## config.mk

```make
export PLATFORM = sky130hd
export DESIGN_NAME = regfile_wb_scoreboard_flat
export DESIGN_NICKNAME = d
export VERILOG_FILES = /design/src/rtl/regfile_wb_scoreboard_if.sv /design/src/rtl/regfile_wb_scoreboard.sv /design/src/flat_wrapper.sv
export SDC_FILE = /design/constraint.sdc
export NUM_CORES = 1
export LEC_CHECK = 0
export ABC_AREA = 1
export CORE_AREA = 5 5 158 160
export DETAILED_ROUTE_END_ITERATION = 8
export DIE_AREA = 0 0 163 165
export GPL_TIMING_DRIVEN = 0
export SLEW_MARGIN = 0
export SYNTH_ARGS = -nofsm -noshare
export SYNTH_HDL_FRONTEND = slang
export SYNTH_SLANG_ARGS = --single-unit
```

## constraint.sdc

```tcl
create_clock -name clk -period 6 [get_ports clk]
set_input_delay 1.8 -clock clk [delete_from_list [all_inputs] [get_ports clk]]
set_output_delay 1.8 -clock clk [all_outputs]
set_load 0.05 [all_outputs]
```

## src/rtl/regfile_wb_scoreboard_if.sv

```systemverilog
// Decode/write-back side bundle of the register file with its scoreboard.
// The master drives the read indices, issue and write-back requests.
// The slave (the register file) returns read data, stall and the error flag.
interface regfile_wb_scoreboard_if #(
   parameter int DATA_W = 16,
   parameter int ADDR_W = 3
);
   logic [ADDR_W-1:0] rd_reg1;
   logic [ADDR_W-1:0] rd_reg2;
   logic [DATA_W-1:0] rd_data1;
   logic [DATA_W-1:0] rd_data2;
   logic              src1_vld;
   logic              src2_vld;
   logic              iss_en;
   logic [ADDR_W-1:0] iss_reg;
   logic              wr_en;
   logic [ADDR_W-1:0] wr_reg;
   logic [DATA_W-1:0] wr_data;
   logic              stall;
   logic              err;

   modport master (
      output rd_reg1, rd_reg2, src1_vld, src2_vld,
      output iss_en, iss_reg, wr_en, wr_reg, wr_data,
      input  rd_data1, rd_data2, stall, err
   );

   modport slave (
      input  rd_reg1, rd_reg2, src1_vld, src2_vld,
      input  iss_en, iss_reg, wr_en, wr_reg, wr_data,
      output rd_data1, rd_data2, stall, err
   );
endinterface

```

## src/rtl/regfile_wb_scoreboard.sv

```systemverilog
// Register file fed by write-back, read by decode, with same-cycle
// write-to-read bypass and a per-register outstanding-write counter that
// stalls decode while a source operand still has an in-flight producer.
module regfile_wb_scoreboard #(
   parameter int DATA_W   = 16,
   parameter int NUM_REGS = 8,
   parameter int ADDR_W   = 3,
   parameter int CNT_W    = 2
) (
   input logic clk,
   input logic rst_n,
   regfile_wb_scoreboard_if.slave bus
);
   localparam logic [CNT_W-1:0] CNT_MAX  = '1;
   localparam logic [CNT_W-1:0] CNT_ZERO = '0;
   localparam logic [CNT_W-1:0] CNT_ONE  = CNT_W'(1);

   logic [DATA_W-1:0]   regs    [NUM_REGS];
   logic [CNT_W-1:0]    cnt     [NUM_REGS];
   logic [CNT_W-1:0]    cnt_nxt [NUM_REGS];
   logic [NUM_REGS-1:0] inc_vec;
   logic [NUM_REGS-1:0] dec_vec;
   logic                err_q;
   logic                err_set;
   logic                hazard1;
   logic                hazard2;
   logic                dst_full;
   logic                stall_c;
   logic                iss_ok;

   // Read ports: write-back data wins over storage for a matching index.
   always_comb begin
      bus.rd_data1 = regs[bus.rd_reg1];
      bus.rd_data2 = regs[bus.rd_reg2];
      if (bus.wr_en && bus.wr_reg == bus.rd_reg1) bus.rd_data1 = bus.wr_data;
      if (bus.wr_en && bus.wr_reg == bus.rd_reg2) bus.rd_data2 = bus.wr_data;
   end

   // Hazard detection; a sole producer retiring this cycle is covered by the bypass.
   always_comb begin
      hazard1  = bus.src1_vld && (cnt[bus.rd_reg1] != CNT_ZERO) &&
                 !(bus.wr_en && bus.wr_reg == bus.rd_reg1 && cnt[bus.rd_reg1] == CNT_ONE);
      hazard2  = bus.src2_vld && (cnt[bus.rd_reg2] != CNT_ZERO) &&
                 !(bus.wr_en && bus.wr_reg == bus.rd_reg2 && cnt[bus.rd_reg2] == CNT_ONE);
      dst_full = bus.iss_en && (cnt[bus.iss_reg] == CNT_MAX);
      stall_c  = hazard1 | hazard2 | dst_full;
      iss_ok   = bus.iss_en && !stall_c;
   end

   assign bus.stall = stall_c;
   assign bus.err   = err_q;

   // Per-register increment/decrement requests.
   always_comb begin
      inc_vec = '0;
      dec_vec = '0;
      for (int r = 0; r < NUM_REGS; r++) begin
         inc_vec[r] = iss_ok    && (bus.iss_reg == ADDR_W'(r));
         dec_vec[r] = bus.wr_en && (bus.wr_reg  == ADDR_W'(r));
      end
   end

   // Next counter values; overflow and underflow hold the counter and flag an error.
   always_comb begin
      err_set = 1'b0;
      for (int r = 0; r < NUM_REGS; r++) begin
         cnt_nxt[r] = cnt[r];
         if (inc_vec[r] && !dec_vec[r]) begin
            if (cnt[r] == CNT_MAX) err_set = 1'b1;
            else                   cnt_nxt[r] = cnt[r] + CNT_ONE;
         end else if (dec_vec[r] && !inc_vec[r]) begin
            if (cnt[r] == CNT_ZERO) err_set = 1'b1;
            else                    cnt_nxt[r] = cnt[r] - CNT_ONE;
         end
      end
   end

   // Storage, scoreboard counters and sticky error flag.
   always_ff @(posedge clk or negedge rst_n) begin
      if (!rst_n) begin
         for (int r = 0; r < NUM_REGS; r++) begin
            regs[r] <= '0;
            cnt[r]  <= '0;
         end
         err_q <= 1'b0;
      end else begin
         if (bus.wr_en) regs[bus.wr_reg] <= bus.wr_data;
         for (int r = 0; r < NUM_REGS; r++) cnt[r] <= cnt_nxt[r];
         if (err_set) err_q <= 1'b1;
      end
   end
endmodule

```

## src/flat_wrapper.sv

```systemverilog
// flat-port wrapper written by rule: the top's interface ports become plain ports
module regfile_wb_scoreboard_flat 
#(
   parameter int DATA_W   = 16,
   parameter int NUM_REGS = 8,
   parameter int ADDR_W   = 3,
   parameter int CNT_W    = 2
)
  (clk, rst_n, bus_rd_reg1, bus_rd_reg2, bus_src1_vld, bus_src2_vld, bus_iss_en, bus_iss_reg, bus_wr_en, bus_wr_reg, bus_wr_data, bus_rd_data1, bus_rd_data2, bus_stall, bus_err);
  regfile_wb_scoreboard_if #(.DATA_W(DATA_W), .ADDR_W(ADDR_W)) bus_i ();
  input logic clk;
  input logic rst_n;
  input wire logic [$bits(bus_i.rd_reg1)-1:0] bus_rd_reg1;
  input wire logic [$bits(bus_i.rd_reg2)-1:0] bus_rd_reg2;
  input wire logic [$bits(bus_i.src1_vld)-1:0] bus_src1_vld;
  input wire logic [$bits(bus_i.src2_vld)-1:0] bus_src2_vld;
  input wire logic [$bits(bus_i.iss_en)-1:0] bus_iss_en;
  input wire logic [$bits(bus_i.iss_reg)-1:0] bus_iss_reg;
  input wire logic [$bits(bus_i.wr_en)-1:0] bus_wr_en;
  input wire logic [$bits(bus_i.wr_reg)-1:0] bus_wr_reg;
  input wire logic [$bits(bus_i.wr_data)-1:0] bus_wr_data;
  output wire logic [$bits(bus_i.rd_data1)-1:0] bus_rd_data1;
  output wire logic [$bits(bus_i.rd_data2)-1:0] bus_rd_data2;
  output wire logic [$bits(bus_i.stall)-1:0] bus_stall;
  output wire logic [$bits(bus_i.err)-1:0] bus_err;
  assign bus_i.rd_reg1 = bus_rd_reg1;
  assign bus_i.rd_reg2 = bus_rd_reg2;
  assign bus_i.src1_vld = bus_src1_vld;
  assign bus_i.src2_vld = bus_src2_vld;
  assign bus_i.iss_en = bus_iss_en;
  assign bus_i.iss_reg = bus_iss_reg;
  assign bus_i.wr_en = bus_wr_en;
  assign bus_i.wr_reg = bus_wr_reg;
  assign bus_i.wr_data = bus_wr_data;
  assign bus_rd_data1 = bus_i.rd_data1;
  assign bus_rd_data2 = bus_i.rd_data2;
  assign bus_stall = bus_i.stall;
  assign bus_err = bus_i.err;
  regfile_wb_scoreboard #(.DATA_W(DATA_W), .NUM_REGS(NUM_REGS), .ADDR_W(ADDR_W), .CNT_W(CNT_W)) u_core (.clk(clk), .rst_n(rst_n), .bus(bus_i));
endmodule
```

==> flow_summary_export.csv <==
group,metric,value,unit
route,viasPerCell,5.695,
route,drt_iter0_drc,1069,
die,start_util,0.3748,
setup_path,end_kind,"output port",
clocking,clk_pin_slew,0.07,ns
pwr,power_frac_clock,0.309,
timing,clock.fmax,166.2,MHz
clocking,cts_tree,"built",
route,first_pass_iters,6,
route,wl_per_cell,20.79,microns
die,io_pins,68,
pwr,ir_worst_vdd,157.2,uV
final_layout,nets,1359,
placed_design,place_area,0.009787,sq mm
die,rows,56,
route,routed_wl,34.44,mm
setup_path,worst_ep_required_time,4.20,ns
global_route,grt_max_degree,83,
setup_path,critical-path-max-stage-delay,0.67,ns
logic_synthesis,synth_nets,1276,
placed_design,dp_hpwl,25.83,mm
timing,setup_viol,1,
global_route,antenna_found_initial,0,
route,ant_nets,0,
timing,min_period,6.015,ns
final_layout,multi_input_area,0.004275,sq mm
outcome,violations,"setup timing",
die,die_w,163,microns
pwr,total_power,3.427,mW
timing,timing.final.ws_setup,-0.01508,ns
final_layout,stdcell_area,0.01033,sq mm
logic_synthesis,ys_seq_area_frac,0.4162,
pwr,internal_power,2.054,mW
flow_run,maxCapViolations,0,
logic_synthesis,synth-edff-count,0,
logic_synthesis,ys.flop_type,"dfrtp_1",
final_layout,final_util,0.4440,
clocking,clock_latency,0.44,ns
setup_path,critPathLaunchType,"input pin",
logic_synthesis,yosys-top-cells-area,"dfrtp_1 (42%), o21ai_0 (15%), nand2_1 (13%), nand3_1 (5.6%), o211ai_1 (5.5%)",
final_layout,synthToLayoutAreaGrowth,18.47,%
logic_synthesis,synth_most_common_cell,"nand2_1",
setup_path,cpMaxStageDelayCell,"clkdlybuf4s50_1",
setup_path,path_class,"in -> out",
logic_synthesis,syn_area,0.008718,sq mm
pwr,p_switching,1.373,mW
global_route,grt_overflow_total,0,
timing,slew_headroom,0.5192,
final_layout,fill_cells,2502,
global_route,grt_pass1_wl,52.33,mm
clocking,htreeDepth,4,
die,die-area,0.02690,sq mm
final_layout,n_antenna_cell,0,
clocking,cts_setup_buffers,0,
timing,hold_violations,0,
logic_synthesis,async_flop_share,1.000,
logic_synthesis,synth_common_cells,"nand2_1 (291), o21ai_0 (269), dfrtp_1 (145)",
clocking,numCtsBuffers,17,
global_route,grt_pass1_vias,9078,
clocking,cts_num_sinks,145,
pwr,powerDensity,331.8,mW/mm^2
global_route,grt_usage,0.2570,
pwr,power_frac_seq,0.395,
hold_path,min_path_type,"reg -> reg",
setup_path,arrival,4.22,ns
placed_design,port_buffers,64,
timing,fin_crit_sh,1.003,
timing,worst_pin_slew,0.7212,ns
die,core_area,0.02326,sq mm
timing,rsz0062_at_grt,"no",
pwr,p_leak,4.709,nW
clocking,holdBufCountCts,0,
placed_design,gp_congestion,0.9686,
route,drc_errors,0,
timing,slew_violations,0,
outcome,outcome,"complete, but fails checks",
logic_synthesis,synth_cells,1242,
setup_path,path_common_cell,"o21ai_0",
logic_synthesis,synth.distinct_cells,27,
timing,finalClockSkew,0.009584,ns
logic_synthesis,ys_ff_latch,145,
setup_path,crit_family,"buffers and inverters",
pwr,p_comb_frac,0.296,
clocking,root_buffer,"clkbuf_16",
logic_synthesis,synth_top_area_frac,0.4162,
final_layout,drive_above_1_share,0.09118,
final_layout,seqCellArea,0.003628,sq mm
setup_path,crit_fanout,10,
clocking,cts_buffer_depth,2,
pwr,netSwitchingFraction,0.4007,
die,die_h,165,microns
setup_path,worst-path-buf-inv,4,
logic_synthesis,ys.warnings.count,0,
logic_synthesis,synth_area_leader_cell,"dfrtp_1",
route,vias,9436,
logic_synthesis,avgSynthCellArea,7.020,sq um
setup_path,cp_cell_sequence,"clkdlybuf4s50_1, clkbuf_4, clkbuf_2, o21ai_0, o21ai_0, o211ai_1, o21ai_0, clkdlybuf4s15_2",
placed_design,dp_slack,-0.8679,ns
-- layer usage --
metal | global-route usage | vias up | share of wire
met5 | 0 | - | 0
met4 | 0.1327 | 0 | 0.051
met3 | 0.04517 | 97 | 0.079
met2 | 0.4168 | 538 | 0.46
met1 | 0.3301 | 4480 | 0.41
li1 | - | 4321 | -
-- registers in the layout, indices dropped and copies added (netlist names) --
signal / flops
u_core.bus.err: 1
u_core.regs: 128
u_core.cnt: 16
-- metrics by stage --
stage | hold WS [ns] | setup TNS [ns] | std cells
finish | 0.4956 | -0.01508 | 1657
global route | 0.5228 | 0 | 1657
CTS | 0.5021 | 0 | 1657
detailed placement | 0.4862 | -22.85 | 1626
global placement | 0.4733 | -468.00 | 1625
floorplan | 0.4639 | 0 | 1242
-- kinds of logic after synthesis --
| group | Yosys count | synth area share |
|---|---|---|
| compound gates | 414 | 0.2589 |
| xor+xnor | 8 | 0.008037 |
| simple gates | 468 | 0.2235 |
| flops | 145 | 0.4162 |
| buf+inv | 207 | 0.09343 |
-- placed cells by master (no fill, tap or decap), drive strengths merged --
master,n
a21oi,72
nand3,98
xor2,8
nor2,64
nand2,293
clkdlybuf4s50,28
clkinv,5
nand3b,6
clkdlybuf4s15,12
dfrtp,145
inv,132
buf,42
nand4,6
and2,1
o2111ai,2
clkbuf,82
dlymetal6s2s,2
o21ai,276
o211ai,64
-- worst min-delay path, cell delays in order, from the launching register on --
cell and delay, ns:
dfrtp_1 0.34, nor2_1 0.05, nand3_1 0.07
-- path summary, 6_finish.rpt --
kind,startpoint,endpoint,slack [ns],cells past startpoint
setup / recovery,bus_rd_reg1[1],bus_rd_data1[8],-0.02,8
hold / removal,u_core.bus.err,u_core.bus.err,0.50,2
setup reg to reg,u_core.cnt[15],u_core.bus.err,3.72,14
hold reg to reg,u_core.bus.err,u_core.bus.err,0.50,2
max in group asynchronous,rst_n,u_core.regs[34],3.79,2
min in group asynchronous,rst_n,u_core.cnt[8],1.34,1
-- cell type report --
| type | instances | share of cell area |
|---|---|---|
| Multi-Input combinational cell | 890 | 0.4139 |
| Sequential cell | 145 | 0.3513 |
| Timing Repair Buffer | 65 | 0.05706 |
| Inverter | 122 | 0.04458 |
| Clock buffer | 17 | 0.04119 |
| Buffer | 84 | 0.03937 |
| Tap cell | 319 | 0.03864 |
| Clock inverter | 15 | 0.01393 |
-- what timing repair did --
action / CTS / global route
cloned: 0 / 0
resized for setup: 168 / 46
setup endpoints to repair: 33 / 33
-- power groups by stage --
stage                     clock (mW)  combinational (mW)  sequential [mW]
after floorplan                    0               0.684             1.31
after global placement             0                1.01             1.37
after detailed placement           0                1.02             1.37
after CTS                       1.07                1.01             1.35
after global routing            1.11                1.11             1.38
final                           1.06                1.01             1.35
(Power assumes the default switching activity.)
